[config.mk]
export PLATFORM = sky130hd
export DESIGN_NAME = conv_seq
export DESIGN_NICKNAME = d
export VERILOG_FILES = /design/src/rtl/conv_seq.sv
export SDC_FILE = /design/constraint.sdc
export NUM_CORES = 1
export LEC_CHECK = 0
export CORE_MARGIN = 5
export CORE_UTILIZATION = 52
export DETAILED_ROUTE_END_ITERATION = 16
export PLACE_DENSITY = 0.84
export SETUP_SLACK_MARGIN = 0.4
export SLEW_MARGIN = 5
export SYNTH_ARGS = -nofsm -noshare
export SYNTH_HDL_FRONTEND = slang
export SYNTH_SLANG_ARGS = --single-unit
[constraint.sdc]
create_clock -name clk -period 4.65 [get_ports clk]
set_clock_uncertainty 0.2 [all_clocks]
set_input_delay 0.93 -clock clk [delete_from_list [all_inputs] [get_ports clk]]
set_output_delay 0.93 -clock clk [all_outputs]
set_load 0.02 [all_outputs]
[src/rtl/conv_seq.sv]
// -----------------------------------------------------------------------------
// conv_seq - sequencer and weight store for the 2x2 convolution MAC datapath.
//
// Accepts (A, B) pixel pairs over a valid/ready handshake and issues each pair
// to an external combinational MAC, together with the tap index (0..3) of that
// pair within the current window. The four per-tap MAC results are summed into
// one window value, which is presented on a valid/ready result port. The block
// also holds the eight signed weights (WA0-WA3, WB0-WB3) consumed by the MAC.
//
// Optional feature macro:
//   CONV_RELU_EN - when defined, a negative window sum is presented as zero.
//                  The internal accumulator is never clamped.
//
// Ports:
//   clk, rst            clock, synchronous active-high reset
//   w_we/w_addr/w_data  weight write port (addr 0-3 -> WA0-3, 4-7 -> WB0-3)
//   in_valid/in_ready   pixel pair handshake, in_a/in_b signed pixels
//   conv_a/conv_b       registered operands to the MAC
//   conv_sel            registered tap index to the MAC
//   wa0..wa3, wb0..wb3  weight register contents to the MAC
//   conv_acc            MAC result for the current conv_a/conv_b/conv_sel
//   res_valid/res_ready result handshake, res_data signed window sum
// -----------------------------------------------------------------------------
module conv_seq #(
    parameter int DATA_W = 13,
    parameter int W_W    = 8,
    parameter int MAC_W  = 22,
    parameter int SUM_W  = 24
) (
    input  logic                     clk,
    input  logic                     rst,
    input  logic                     w_we,
    input  logic        [2:0]        w_addr,
    input  logic signed [W_W-1:0]    w_data,
    input  logic                     in_valid,
    output logic                     in_ready,
    input  logic signed [DATA_W-1:0] in_a,
    input  logic signed [DATA_W-1:0] in_b,
    output logic signed [DATA_W-1:0] conv_a,
    output logic signed [DATA_W-1:0] conv_b,
    output logic        [1:0]        conv_sel,
    output logic signed [W_W-1:0]    wa0,
    output logic signed [W_W-1:0]    wa1,
    output logic signed [W_W-1:0]    wa2,
    output logic signed [W_W-1:0]    wa3,
    output logic signed [W_W-1:0]    wb0,
    output logic signed [W_W-1:0]    wb1,
    output logic signed [W_W-1:0]    wb2,
    output logic signed [W_W-1:0]    wb3,
    input  logic signed [MAC_W-1:0]  conv_acc,
    output logic                     res_valid,
    input  logic                     res_ready,
    output logic signed [SUM_W-1:0]  res_data
);

    // Clamp applied only to the value leaving the block, never to the accumulator.
    function automatic logic signed [SUM_W-1:0] relu_out(input logic signed [SUM_W-1:0] v);
`ifdef CONV_RELU_EN
        if (v[SUM_W-1]) begin
            return {SUM_W{1'b0}};
        end else begin
            return v;
        end
`else
        return v;
`endif
    endfunction

    logic signed [W_W-1:0]    wa_q [4];
    logic signed [W_W-1:0]    wa_d [4];
    logic signed [W_W-1:0]    wb_q [4];
    logic signed [W_W-1:0]    wb_d [4];
    logic        [1:0]        tap_q, tap_d;
    logic                     op_v_q, op_v_d;
    logic signed [SUM_W-1:0]  sum_q, sum_d;
    logic signed [DATA_W-1:0] conv_a_q, conv_a_d;
    logic signed [DATA_W-1:0] conv_b_q, conv_b_d;
    logic        [1:0]        conv_sel_q, conv_sel_d;
    logic                     res_valid_q, res_valid_d;
    logic signed [SUM_W-1:0]  res_data_q, res_data_d;

    logic                     in_ready_s;
    logic                     accept_s;
    logic signed [SUM_W-1:0]  ext_s;
    logic signed [SUM_W-1:0]  sum_plus_s;
    logic                     final_s;

    // Handshake and accumulate helpers; only the closing tap stalls on a pending result.
    always_comb begin
        in_ready_s = 1'b1;
        if ((tap_q == 2'd3) && res_valid_q && !res_ready) begin
            in_ready_s = 1'b0;
        end else begin
            in_ready_s = 1'b1;
        end
        accept_s   = in_valid && in_ready_s;
        ext_s      = {{(SUM_W-MAC_W){conv_acc[MAC_W-1]}}, conv_acc};
        sum_plus_s = sum_q + ext_s;
        final_s    = op_v_q && (conv_sel_q == 2'd3);
    end

    // Next-state logic for weights, operand issue, accumulation and result port.
    always_comb begin
        wa_d        = wa_q;
        wb_d        = wb_q;
        tap_d       = tap_q;
        op_v_d      = 1'b0;
        sum_d       = sum_q;
        conv_a_d    = conv_a_q;
        conv_b_d    = conv_b_q;
        conv_sel_d  = conv_sel_q;
        res_valid_d = res_valid_q;
        res_data_d  = res_data_q;

        if (w_we) begin
            case (w_addr)
                3'd0:    wa_d[0] = w_data;
                3'd1:    wa_d[1] = w_data;
                3'd2:    wa_d[2] = w_data;
                3'd3:    wa_d[3] = w_data;
                3'd4:    wb_d[0] = w_data;
                3'd5:    wb_d[1] = w_data;
                3'd6:    wb_d[2] = w_data;
                3'd7:    wb_d[3] = w_data;
                default: wa_d[0] = wa_q[0];
            endcase
        end else begin
            wa_d = wa_q;
        end

        if (accept_s) begin
            conv_a_d   = in_a;
            conv_b_d   = in_b;
            conv_sel_d = tap_q;
            op_v_d     = 1'b1;
            tap_d      = tap_q + 2'd1;
        end else begin
            op_v_d = 1'b0;
        end

        // Tap 0 restarts the window sum; later taps add onto it.
        if (op_v_q) begin
            if (conv_sel_q == 2'd0) begin
                sum_d = ext_s;
            end else begin
                sum_d = sum_plus_s;
            end
        end else begin
            sum_d = sum_q;
        end

        // A finalise at the same edge as a consume wins and keeps res_valid high.
        if (final_s) begin
            res_valid_d = 1'b1;
            res_data_d  = relu_out(sum_plus_s);
        end else if (res_valid_q && res_ready) begin
            res_valid_d = 1'b0;
        end else begin
            res_valid_d = res_valid_q;
        end
    end

    // State registers with synchronous reset.
    always_ff @(posedge clk) begin
        if (rst) begin
            for (int i = 0; i < 4; i++) begin
                wa_q[i] <= {W_W{1'b0}};
                wb_q[i] <= {W_W{1'b0}};
            end
            tap_q       <= 2'd0;
            op_v_q      <= 1'b0;
            sum_q       <= {SUM_W{1'b0}};
            conv_a_q    <= {DATA_W{1'b0}};
            conv_b_q    <= {DATA_W{1'b0}};
            conv_sel_q  <= 2'd0;
            res_valid_q <= 1'b0;
            res_data_q  <= {SUM_W{1'b0}};
        end else begin
            wa_q        <= wa_d;
            wb_q        <= wb_d;
            tap_q       <= tap_d;
            op_v_q      <= op_v_d;
            sum_q       <= sum_d;
            conv_a_q    <= conv_a_d;
            conv_b_q    <= conv_b_d;
            conv_sel_q  <= conv_sel_d;
            res_valid_q <= res_valid_d;
            res_data_q  <= res_data_d;
        end
    end

    assign in_ready  = in_ready_s;
    assign conv_a    = conv_a_q;
    assign conv_b    = conv_b_q;
    assign conv_sel  = conv_sel_q;
    assign wa0       = wa_q[0];
    assign wa1       = wa_q[1];
    assign wa2       = wa_q[2];
    assign wa3       = wa_q[3];
    assign wb0       = wb_q[0];
    assign wb1       = wb_q[1];
    assign wb2       = wb_q[2];
    assign wb3       = wb_q[3];
    assign res_valid = res_valid_q;
    assign res_data  = res_data_q;

endmodule

Yosys cells after proc, flatten, opt, wreduce, memory -nomap -nowiden
Index checks and enable logic that the tools add are counted.
{"block": "totals", "register_bits": 144, "elab_cells": 49, "out_inout_bits": 118}
{"block": "classes", "n_reduce_logical": 17, "n_mux": 5, "eq_ne": 9, "addsub": 2}
{"operator": "adder 24 x 22 -> 24 bit", "n": 1}
{"operator": "two-way mux 24 bit", "n": 1}
{"operator": "AND reduction 2 bit", "n": 8}
{"operator": "== test 3 bit, second input constant", "n": 4}
{"operator": "== test 3 x 2 -> 1 bit, second input constant", "n": 2}
{"operator": "logical AND 1 bit", "n": 5}
{"operator": "== test 2 bit, second input constant", "n": 2}
{"operator": "two-way mux 1 bit", "n": 4}
{"operator": "== test 3 x 1 -> 1 bit, second input constant", "n": 1}
{"operator": "logical NOT 3 bit", "n": 1}
{"operator": "adder 2 x 1 -> 2 bit, second input constant", "n": 1}
{"operator": "logical NOT 2 bit", "n": 1}
{"operator": "nonzero test 2 bit", "n": 1}
{"operator": "logical NOT 1 bit", "n": 1}

Depth between registers and ports, before layout
Gate-level depths: netlist of the first run.
{"block": "depth", "ltp_word": 6, "mapped_depth": 10}

Worst setup path before layout of the first run
OpenSTA, ideal clock, no wires.
{"block": "synth_path", "path_kind": "input-to-reg", "startpoint": "in conv_acc[0]", "endpoint": "reg res_data_q[16], in the netlist res_data[16]", "slack_ns": 1.374, "setup_ns": 0.117, "t_arrival_ns": 2.958, "path_stages": 10, "n_path_buf": 0, "cell_sequence": "ha_1 > fa_1 > a211oi_1 > nor3_1 > nor2_1 > a211oi_2 > nor3_1 > o21ai_2 > o21a_1 > a32o_1"}
{"block": "synth_via", "elab_chain_len": 1}
{"element": "start, declared", "line": "50", "text": "input logic signed [MAC_W-1:0] conv_acc,"}
{"element": "adder 24 x 22 -> 24 bit", "line": "98", "text": "sum_plus_s = sum_q + ext_s;"}
{"element": "end signal, assigned", "line": "177", "text": "res_data_q <= {SUM_W{1'b0}};"}
{"element": "end signal, assigned", "line": "188", "text": "res_data_q <= res_data_d;"}
{"element": "end, declared", "line": "80", "text": "logic signed [SUM_W-1:0] res_data_q, res_data_d;"}
Every way passes these cells.
A chain may end at the register's enable or synchronous reset.

Worst setup path in the final report of the first run
{"block": "layout_path", "startpoint": "in conv_acc[0]", "endpoint": "reg res_data_q[20], in the netlist res_data[20]"}
The elaborated chain is that of the path after synthesis.

==> results of run 1 <==
## worst paths after layout
check / startpoint / to / slack [ns] / cells after the start
hold reg to reg: wb1[2] / wb1[2] / 0.25 / 2
setup reg to reg: sum_q[0] / res_data[20] / 1.63 / 10
setup / recovery: conv_acc[0] / res_data[20] / 0.96 / 11
hold / removal: wb1[2] / wb1[2] / 0.25 / 2
## layer usage
metal	wire length, um	up-vias	part of all wire	GRT usage
li1	-	3160	-	-
met1	8050	2996	0.42	0.322
met2	8940	252	0.46	0.411
met3	1840	30	0.095	0.0946
met4	422	0	0.022	0.0840
met5	0	-	0	0
## cell type report
type / instances / area share
multi-input cells: 636 / 0.375
inverters: 8 / 0.00335
repair buffers: 186 / 0.206
flip-flops and latches: 144 / 0.322
clock buffers: 21 / 0.0525
well taps: 168 / 0.0235
clock inverters: 11 / 0.0172
## cell usage after synthesis (all sizes together) (3+ instances only)
library cell | number | area [um2]
a211oi | 14 | 115
a21o | 10 | 75.1
a21oi | 141 | 717
a311oi | 11 | 96.3
a31oi | 3 | 18.8
and2 | 3 | 18.8
buf | 11 | 45.1
clkbuf | 37 | 139
dfxtp | 144 | 2880
ha | 24 | 300
inv | 8 | 30.0
nand2 | 268 | 1010
nand2b | 6 | 37.5
nand3 | 14 | 70.1
nand4 | 4 | 25.0
nor2 | 44 | 165
nor2b | 4 | 25.0
nor3 | 10 | 55.1
o211ai | 4 | 35.0
o21ai | 21 | 113
or3 | 4 | 25.0
xnor2 | 20 | 175
## metrics by stage
stage,hold slack [ns],setup WS [ns],total power [mW]
floorplan,0.249,1.37,1.62
global placement,0.240,0.708,1.79
detailed placement,0.245,0.584,1.79
CTS,0.253,1.01,3.21
global route,0.271,0.747,3.33
finish,0.251,0.960,3.20
## logic make-up (layout without fill, tap and decap cells)
| group | count (synthesis) | in the layout | share of synthesized area |
|---|---|---|---|
| buf+inv | 56 | 226 | 0.0331 |
| xor+xnor | 22 | 22 | 0.0298 |
| mux | 3 | 3 | 0.00542 |
| simple gates | 367 | 367 | 0.232 |
| fa+ha+maj | 25 | 25 | 0.0496 |
| compound gates | 219 | 219 | 0.203 |
| flops | 144 | 144 | 0.446 |
## state kept, by name, indices dropped and copies added (netlist names)
register,cells
res_data,24
sum_q,24
conv_a,13
conv_b,13
wa0,8
wa1,8
wa2,8
wa3,8
wb0,8
wb1,8
wb2,8
wb3,8
conv_sel,2
tap_q,2
op_v_q,1
res_valid,1
## tightest hold or removal path, cell delays in order, from the launching register on
cell	delay, ns
dfxtp_1	0.30
nand2_1	0.05
a21oi_1	0.05
## power breakdown
part	total, mW	leakage, nW	internal [mW]	switching (mW)
clock network	1.42	0.300	0.891	0.534
logic	0.476	1.82	0.204	0.272
registers	1.30	1.17	1.28	0.0244
==> impl_metrics.json, run 1 <==
{
  "slew_headroom": 0.298,
  "dpl.cell_count": 1142,
  "syn-cell-area_mm2": 0.00646,
  "synth_fp_nets": 925,
  "hpwl_mm": 13.4,
  "worst-path-max-fanout": 3,
  "async_flop_share": 0,
  "cp_cell_sequence": "clkdlybuf4s50_1 -> ha_1 -> fa_1 -> a211oi_1 -> nor3_1 -> nor2_1 -> a211oi_1 -> o21ai_0 -> a21boi_0 -> or3_1 -> a21oi_1",
  "grt_start_max_net_pins": 61,
  "place.gp.congestion": 0.938,
  "tritoncts.num_buffers": 17,
  "dr_total_vias": 6438,
  "worst_ir_drop_vdd_v": 0.000387,
  "fmax_mhz": 271,
  "synth-edff-count": 0,
  "endpoint_kind": "flip-flop",
  "initial_utilization": 0.533,
  "rsz0062_at_grt": "no",
  "antenna_found_initial": 0,
  "fin_cells": 1174,
  "multi_input_area_mm2": 0.00336,
  "die_h_um": 121,
  "coreArea_mm2": 0.0121,
  "synth_top_flop_cell": "dfxtp_1",
  "insertedDiodeCount": 0,
  "yosysUniqueCellTypes": 53,
  "crit_buf_inv": 1,
  "hold_viol": 0,
  "fp.dieW_um": 121,
  "worstSkewPairLatency_ns": 0.42,
  "dr.pass1.iters": 5,
  "grt_pass1_wl_mm": 30.2,
  "status": "finished, final reports clean",
  "cts-hold-fix-buffers": 0,
  "fill_cells": 943,
  "crit_top_cell": "a211oi_1",
  "nets": 1082,
  "ioPinCount": 182,
  "hold_class": "flip-flop to flip-flop",
  "cts.clk_slew.worst_paths_ns": 0.06,
  "cts_sinks": 144,
  "arrival_ns": 3.84,
  "start_kind": "primary input",
  "ctsResizeCount": 0,
  "slowest_stage": "fa_1",
  "postLayoutCoreUtil": 0.739,
  "seqCellArea_mm2": 0.00288,
  "dieArea_mm2": 0.0147,
  "synth_warnings": 0,
  "viasPerCell": 5.48,
  "seq_area_frac_synth": 0.446,
  "worst_pin_slew_ns": 1.05,
  "syn_avg_cell_area_um2": 7.72,
  "ant_nets": 0,
  "track_usage": 0.257,
  "period_minus_slack_ns": 3.69,
  "p_leak_nw": 3.29,
  "critPathMaxStageDelay_ns": 0.44,
  "syn_inst": 836,
  "power.density_mw_per_mm2": 357,
  "drc": 0,
  "drt_wl_total_mm": 19.3,
  "dr.first_iter.drc_count": 492,
  "cts_tree": "built",
  "root_buffer": "clkbuf_16",
  "io_buffers": 181,
  "slew_violations": 0,
  "htreeDepth": 4,
  "finalInstanceArea_mm2": 0.00895,
  "grt_overflow": 0,
  "cts_setup_buffers": 0,
  "final_common_cell": "nand2_1",
  "rows": 40,
  "ys_seq_elements": 144,
  "critPathKind": "primary input to flip-flop",
  "setup_violations": 0,
  "path_delay_family": "compound AO/OA/AOI/OAI gates",
  "placed_area_mm2": 0.00833,
  "required_ns": 4.80,
  "clk_path_buf_depth": 2,
  "wl_per_cell_um": 16.4,
  "grt_pass1_vias": 6061,
  "period_share": 0.794,
  "area_delta_synth_final_pct": 38.7,
  "max_cap_violations": 0,
  "layout_common_cells": "nand2_1, clkdlybuf4s50_1, dfxtp_1",
  "drive_gt1_frac": 0.0487,
  "finalSetupTns_ns": 0
}
Note: power is estimated with default switching activity, not from simulation.
==> run 2, diff against run 1 <==
--- a/config.mk
+++ b/config.mk
@@ -6,9 +6,9 @@
 export NUM_CORES = 1
 export LEC_CHECK = 0
 export CORE_MARGIN = 5
-export CORE_UTILIZATION = 52
+export CORE_UTILIZATION = 48
 export DETAILED_ROUTE_END_ITERATION = 16
-export PLACE_DENSITY = 0.84
+export PLACE_DENSITY = 0.78
 export SETUP_SLACK_MARGIN = 0.4
 export SLEW_MARGIN = 5
 export SYNTH_ARGS = -nofsm -noshare
==> constraint.sdc (replaced) <==
create_clock -name clk -period 3.7 [get_ports clk]
set_clock_uncertainty 0.2 [all_clocks]
set_input_delay 0.74 -clock clk [delete_from_list [all_inputs] [get_ports clk]]
set_output_delay 0.74 -clock clk [all_outputs]
set_load 0.02 [all_outputs]
==> run 2 against run 1 <==
Against the previous run: total power is 28% higher; critical endpoint is now sum_q[19]; sequential share of layout area is 0.49 points lower; flip-flop and latch count stayed put; largest cell class unchanged; register-to-register slack worse by 0.63 ns; die area is 7.6% higher.
==> impl_metrics.json, run 2 (same netlist as run 1, synthesis figures left out) <==
{
  "die_h_um": 126,
  "worst-path-max-fanout": 4,
  "period_share": 0.852,
  "worst_ir_drop_vdd_v": 0.000315,
  "power.density_mw_per_mm2": 449,
  "max_cap_violations": 0,
  "drive_gt1_frac": 0.0641,
  "hold_class": "flip-flop to flip-flop",
  "final_common_cell": "nand2_1",
  "fill_cells": 1114,
  "layout_common_cells": "nand2_1, clkdlybuf4s50_1, dfxtp_1",
  "endpoint_kind": "flip-flop",
  "area_delta_synth_final_pct": 40.8,
  "insertedDiodeCount": 0,
  "slew_violations": 0,
  "arrival_ns": 3.30,
  "initial_utilization": 0.488,
  "finalSetupTns_ns": 0,
  "tritoncts.num_buffers": 17,
  "cts.clk_slew.worst_paths_ns": 0.07,
  "drt_wl_total_mm": 18.8,
  "worst_pin_slew_ns": 0.801,
  "p_total_mw": 4.08,
  "clk_path_buf_depth": 2,
  "place.gp.congestion": 0.931,
  "status": "finished, final reports clean",
  "fin_ws_ns": 0.547,
  "grt_start_max_net_pins": 125,
  "cts-hold-fix-buffers": 0,
  "track_usage": 0.233,
  "cts_sinks": 144,
  "grt_overflow": 0,
  "worstSkewPairLatency_ns": 0.43,
  "postLayoutCoreUtil": 0.687,
  "hold_viol": 0,
  "htreeDepth": 4,
  "period_minus_slack_ns": 3.15,
  "fmax_mhz": 317,
  "p_leak_nw": 3.35,
  "nets": 1090,
  "fin_hold_ws_ns": 0.252,
  "cts_tree": "built",
  "root_buffer": "clkbuf_16",
  "dr.pass1.iters": 5,
  "setup_violations": 0,
  "grt_pass1_vias": 5997,
  "antenna_found_initial": 0,
  "wl_per_cell_um": 15.8,
  "drc": 0,
  "grt_pass1_wl_mm": 30.2,
  "ioPinCount": 182,
  "hpwl_mm": 13.1,
  "dr_total_vias": 6392,
  "dr.first_iter.drc_count": 417,
  "critPathKind": "primary input to flip-flop",
  "required_ns": 3.85,
  "rows": 42,
  "ant_nets": 0,
  "rsz0062_at_grt": "yes",
  "start_kind": "primary input",
  "slew_headroom": 0.466,
  "coreArea_mm2": 0.0132,
  "io_buffers": 181,
  "dieArea_mm2": 0.0159,
  "fp.dieW_um": 126,
  "pre_cts_ws_ns": -0.0728,
  "viasPerCell": 5.37
}
run 2: cell count changes in the layout (fill, tap and decap cells not counted), sizes merged:
cell | previous run | this run
bufinv | 3 | 4
inv | 9 | 11
clkbuf | 21 | 19
buf | 6 | 14
clkinvlp | 2 | 1
run 2: cell type report:
type,count,area [um2],area share
Tap cell,176,220,0.0242
Clock inverter,13,183,0.0201
Multi-Input combinational cell,636,3410,0.375
Sequential cell,144,2880,0.317
Clock buffer,19,453,0.0498
Timing Repair Buffer,194,1920,0.211
Inverter,8,30.0,0.00330
run 2: power breakdown:
| part | total [mW] | switching [mW] | leakage (nW) | internal (mW) |
|---|---|---|---|---|
| logic | 0.610 | 0.343 | 1.86 | 0.267 |
| clock network | 1.84 | 0.672 | 0.314 | 1.17 |
| registers | 1.63 | 0.0309 | 1.17 | 1.60 |
| total | 4.08 | 1.05 | 3.35 | 3.04 |
run 2: per-stage QoR:
step | cell area, um2 | cells
detailed placement | 8410 | 1157
CTS | 9040 | 1189
floorplan | 6460 | 836
global placement | 8410 | 1157
finish | 9090 | 1190
global route | 9090 | 1190
run 2: what timing repair did:
item | in CTS | in global routing
setup endpoints to repair | 2 | 15
resized for setup | 1 | 9
pin swaps | 0 | 6
buffers inserted | 0 | 1
run 2: critical path: stages:
cell and delay [ns]:
clkdlybuf4s50_1 0.43, ha_1 0.23, buf_4 0.14, a211oi_2 0.27, o211ai_2 0.14, a41o_1 0.30
a31o_4 0.30, a311oi_4 0.28, xnor2_1 0.19, nand2_1 0.08, a211oi_1 0.20
run 2: layer usage:
metal	part of all wire	vias to the layer above	wire length, um	track usage
met5	0	-	0	0
li1	-	3174	-	-
met1	0.42	2927	7900	0.293
met2	0.46	260	8740	0.371
met3	0.095	31	1790	0.0893
met4	0.020	0	379	0.0719
run 2: path summary, 6_finish.rpt:
path | startpoint | end | slack, ns | depth (start not counted)
worst max-delay path | conv_acc[0] | sum_q[19] | 0.55 | 11
worst min-delay path | wa1[2] | wa1[2] | 0.25 | 2
worst min register to register | wa1[2] | wa1[2] | 0.25 | 2
worst max register to register | sum_q[0] | sum_q[19] | 1.00 | 10
==> run 3, diff against run 2 <==
--- a/config.mk
+++ b/config.mk
@@ -6,9 +6,9 @@
 export NUM_CORES = 1
 export LEC_CHECK = 0
 export CORE_MARGIN = 5
-export CORE_UTILIZATION = 48
+export CORE_UTILIZATION = 43
 export DETAILED_ROUTE_END_ITERATION = 16
-export PLACE_DENSITY = 0.78
+export PLACE_DENSITY = 0.72
 export SETUP_SLACK_MARGIN = 0.4
 export SLEW_MARGIN = 5
 export SYNTH_ARGS = -nofsm -noshare
==> constraint.sdc (replaced) <==
create_clock -name clk -period 2.65 [get_ports clk]
set_clock_uncertainty 0.2 [all_clocks]
set_input_delay 0.53 -clock clk [delete_from_list [all_inputs] [get_ports clk]]
set_output_delay 0.53 -clock clk [all_outputs]
set_load 0.02 [all_outputs]
==> run 3 against run 2 <==
Against the previous run: first-iteration DRC count grew 7.4%; flip-flop and latch count unchanged; critical endpoint unchanged; worst setup slack lost 0.55 ns; cell area grew 11%; routed wire length increased by 9.6%; highest routed layer unchanged; combinational power up 87%; via count is 4.8% higher; utilization is 0.49 points higher; critical path depth is 1 higher; sequential share of layout area decreased by 3.2 points; die area increased by 11%.
==> impl_metrics.json, run 3 (same netlist as run 1, synthesis figures left out) <==
{
  "status": "finished, final reports clean",
  "insertedDiodeCount": 0,
  "cts.clk_slew.worst_paths_ns": 0.06,
  "worstHoldStart": "conv_acc[5]",
  "hold_class": "primary input to flip-flop",
  "grt_overflow": 0,
  "rsz0062_at_grt": "yes",
  "grt_start_max_net_pins": 102,
  "critPathMaxStageDelay_ns": 0.26,
  "root_buffer": "clkbuf_16",
  "drive_gt1_frac": 0.198,
  "fin_cells": 1275,
  "drt_wl_total_mm": 20.6,
  "fp.dieW_um": 133,
  "wl_per_cell_um": 16.2,
  "hold_path_end": "sum_q[5]",
  "r2r_start": "sum_q[0]",
  "antenna_found_initial": 0,
  "routed-wl-met2_mm": 9.64,
  "worstReg2RegEnd": "sum_q[19]",
  "layout_common_cells": "nand2_1, clkdlybuf4s50_1, dfxtp_1",
  "arrival_ns": 2.79,
  "top_layer": "met4",
  "drc": 0,
  "hpwl_mm": 14.1,
  "multi_input_area_mm2": 0.00387,
  "power.density_mw_per_mm2": 579,
  "place.gp.congestion": 0.859,
  "dr.first_iter.drc_count": 448,
  "track_usage": 0.229,
  "seqCellArea_mm2": 0.00289,
  "clk_path_buf_depth": 2,
  "slew_headroom": 0.612,
  "setup_violations": 0,
  "max_cap_violations": 0,
  "wl_met1_mm": 8.96,
  "cp_cell_sequence": "clkdlybuf4s15_2 -> ha_4 -> buf_12 -> a211oi_4 -> o211ai_2 -> a41o_1 -> a31o_4 -> buf_6 -> a311oi_2 -> xnor2_1 -> nand2_1 -> a211oi_2",
  "dr.pass1.iters": 5,
  "worst_ir_drop_vdd_v": 0.000532,
  "required_ns": 2.79,
  "met3_length_mm": 1.62,
  "period_minus_slack_ns": 2.65,
  "ioPinCount": 182,
  "endpoint_kind": "flip-flop",
  "finalSetupTns_ns": 0,
  "p_leak_nw": 3.84,
  "cts_tree": "built",
  "slowest_stage": "a311oi_2",
  "hold_depth": 3,
  "reg2reg_setup_slack_ns": 0.01,
  "slew_violations": 0,
  "reg2regPathDepth": 11,
  "worst_pin_slew_ns": 0.582,
  "coreArea_mm2": 0.0146,
  "area_delta_synth_final_pct": 56.8,
  "initial_utilization": 0.441,
  "cts_sinks": 144,
  "fmax_mhz": 377,
  "grt_pass1_vias": 6548,
  "dpl.cell_count": 1234,
  "rows": 44,
  "ant_nets": 0,
  "nets": 1167,
  "period_share": 1.00,
  "dieArea_mm2": 0.0176,
  "worstSkewPairLatency_ns": 0.42,
  "die_h_um": 133,
  "grt_pass1_wl_mm": 33.2,
  "critPathKind": "primary input to flip-flop",
  "io_buffers": 181,
  "worst-path-max-fanout": 2,
  "start_kind": "primary input",
  "final_common_cell": "nand2_1",
  "htreeDepth": 4,
  "fill_cells": 1198,
  "hold_viol": 0,
  "viasPerCell": 5.25,
  "tritoncts.num_buffers": 17,
  "dr_total_vias": 6700
}
-- run 3: repair_timing --
item                                    in CTS  in global routing
hold buffers                                 0                  0
gates resized for setup                     63                 47
endpoints found under the setup margin      38                 36
pin swaps                                   44                 33
cloned                                       0                  0
buffers inserted                             7                  2
-- run 3: report_power, final --
group | switching (mW) | internal (mW)
Clock | 1.02 | 1.42
Combinational | 0.574 | 0.564
Sequential | 0.0509 | 2.24
-- run 3: final cells by class --
type / count / share of cell area
timing repair buffer: 271 / 0.247
sequential: 144 / 0.285
inverter: 8 / 0.00297
clock buffer: 17 / 0.0420
tap: 184 / 0.0227
clock inverter: 15 / 0.0175
multi-input combinational: 636 / 0.382
-- run 3: metal layers --
metal  up-vias  track usage
met4         0       0.0803
met3        25       0.0797
met2       209        0.368
li1       3335            -
met5         -            0
met1      3131        0.288
-- run 3: critical path: cells and delay by family --
family,cells,cell delay (ns)
xor+xnor,1,0.19
compound gates,6,1.30
fa+ha+maj,1,0.19
buf+inv,3,0.47
simple gates,1,0.11
-- run 3: stage by stage --
step | area, um2 | setup slack, ns | power, mW | util | hold WS (ns)
3_3_place_gp | 9060 | -0.686 | 3.32 | 0.619 | 0.240
4_1_cts | 9940 | -0.0196 | 5.84 | 0.679 | 0.213
3_5_place_dp | 9060 | -0.740 | 3.33 | 0.619 | 0.245
6_report | 10100 | 0.000295 | 5.86 | 0.692 | 0.206
5_1_grt | 10100 | -0.122 | 6.11 | 0.692 | 0.214
2_1_floorplan | 6570 | 0.0279 | 2.87 | - | 0.249
-- run 3: worst max-delay path by stage --
stage,from,end,slack (ns),cells after the start
after floorplan,conv_acc[2],sum_q[19],0.03,9
after global placement,conv_acc[0],res_data[16],-0.69,11
after detailed placement,conv_acc[0],res_data[16],-0.74,11
after CTS,sum_q[0],sum_q[16],-0.02,10
after global routing,sum_q[0],sum_q[22],-0.12,11
final,conv_acc[0],sum_q[19],0.0003,12
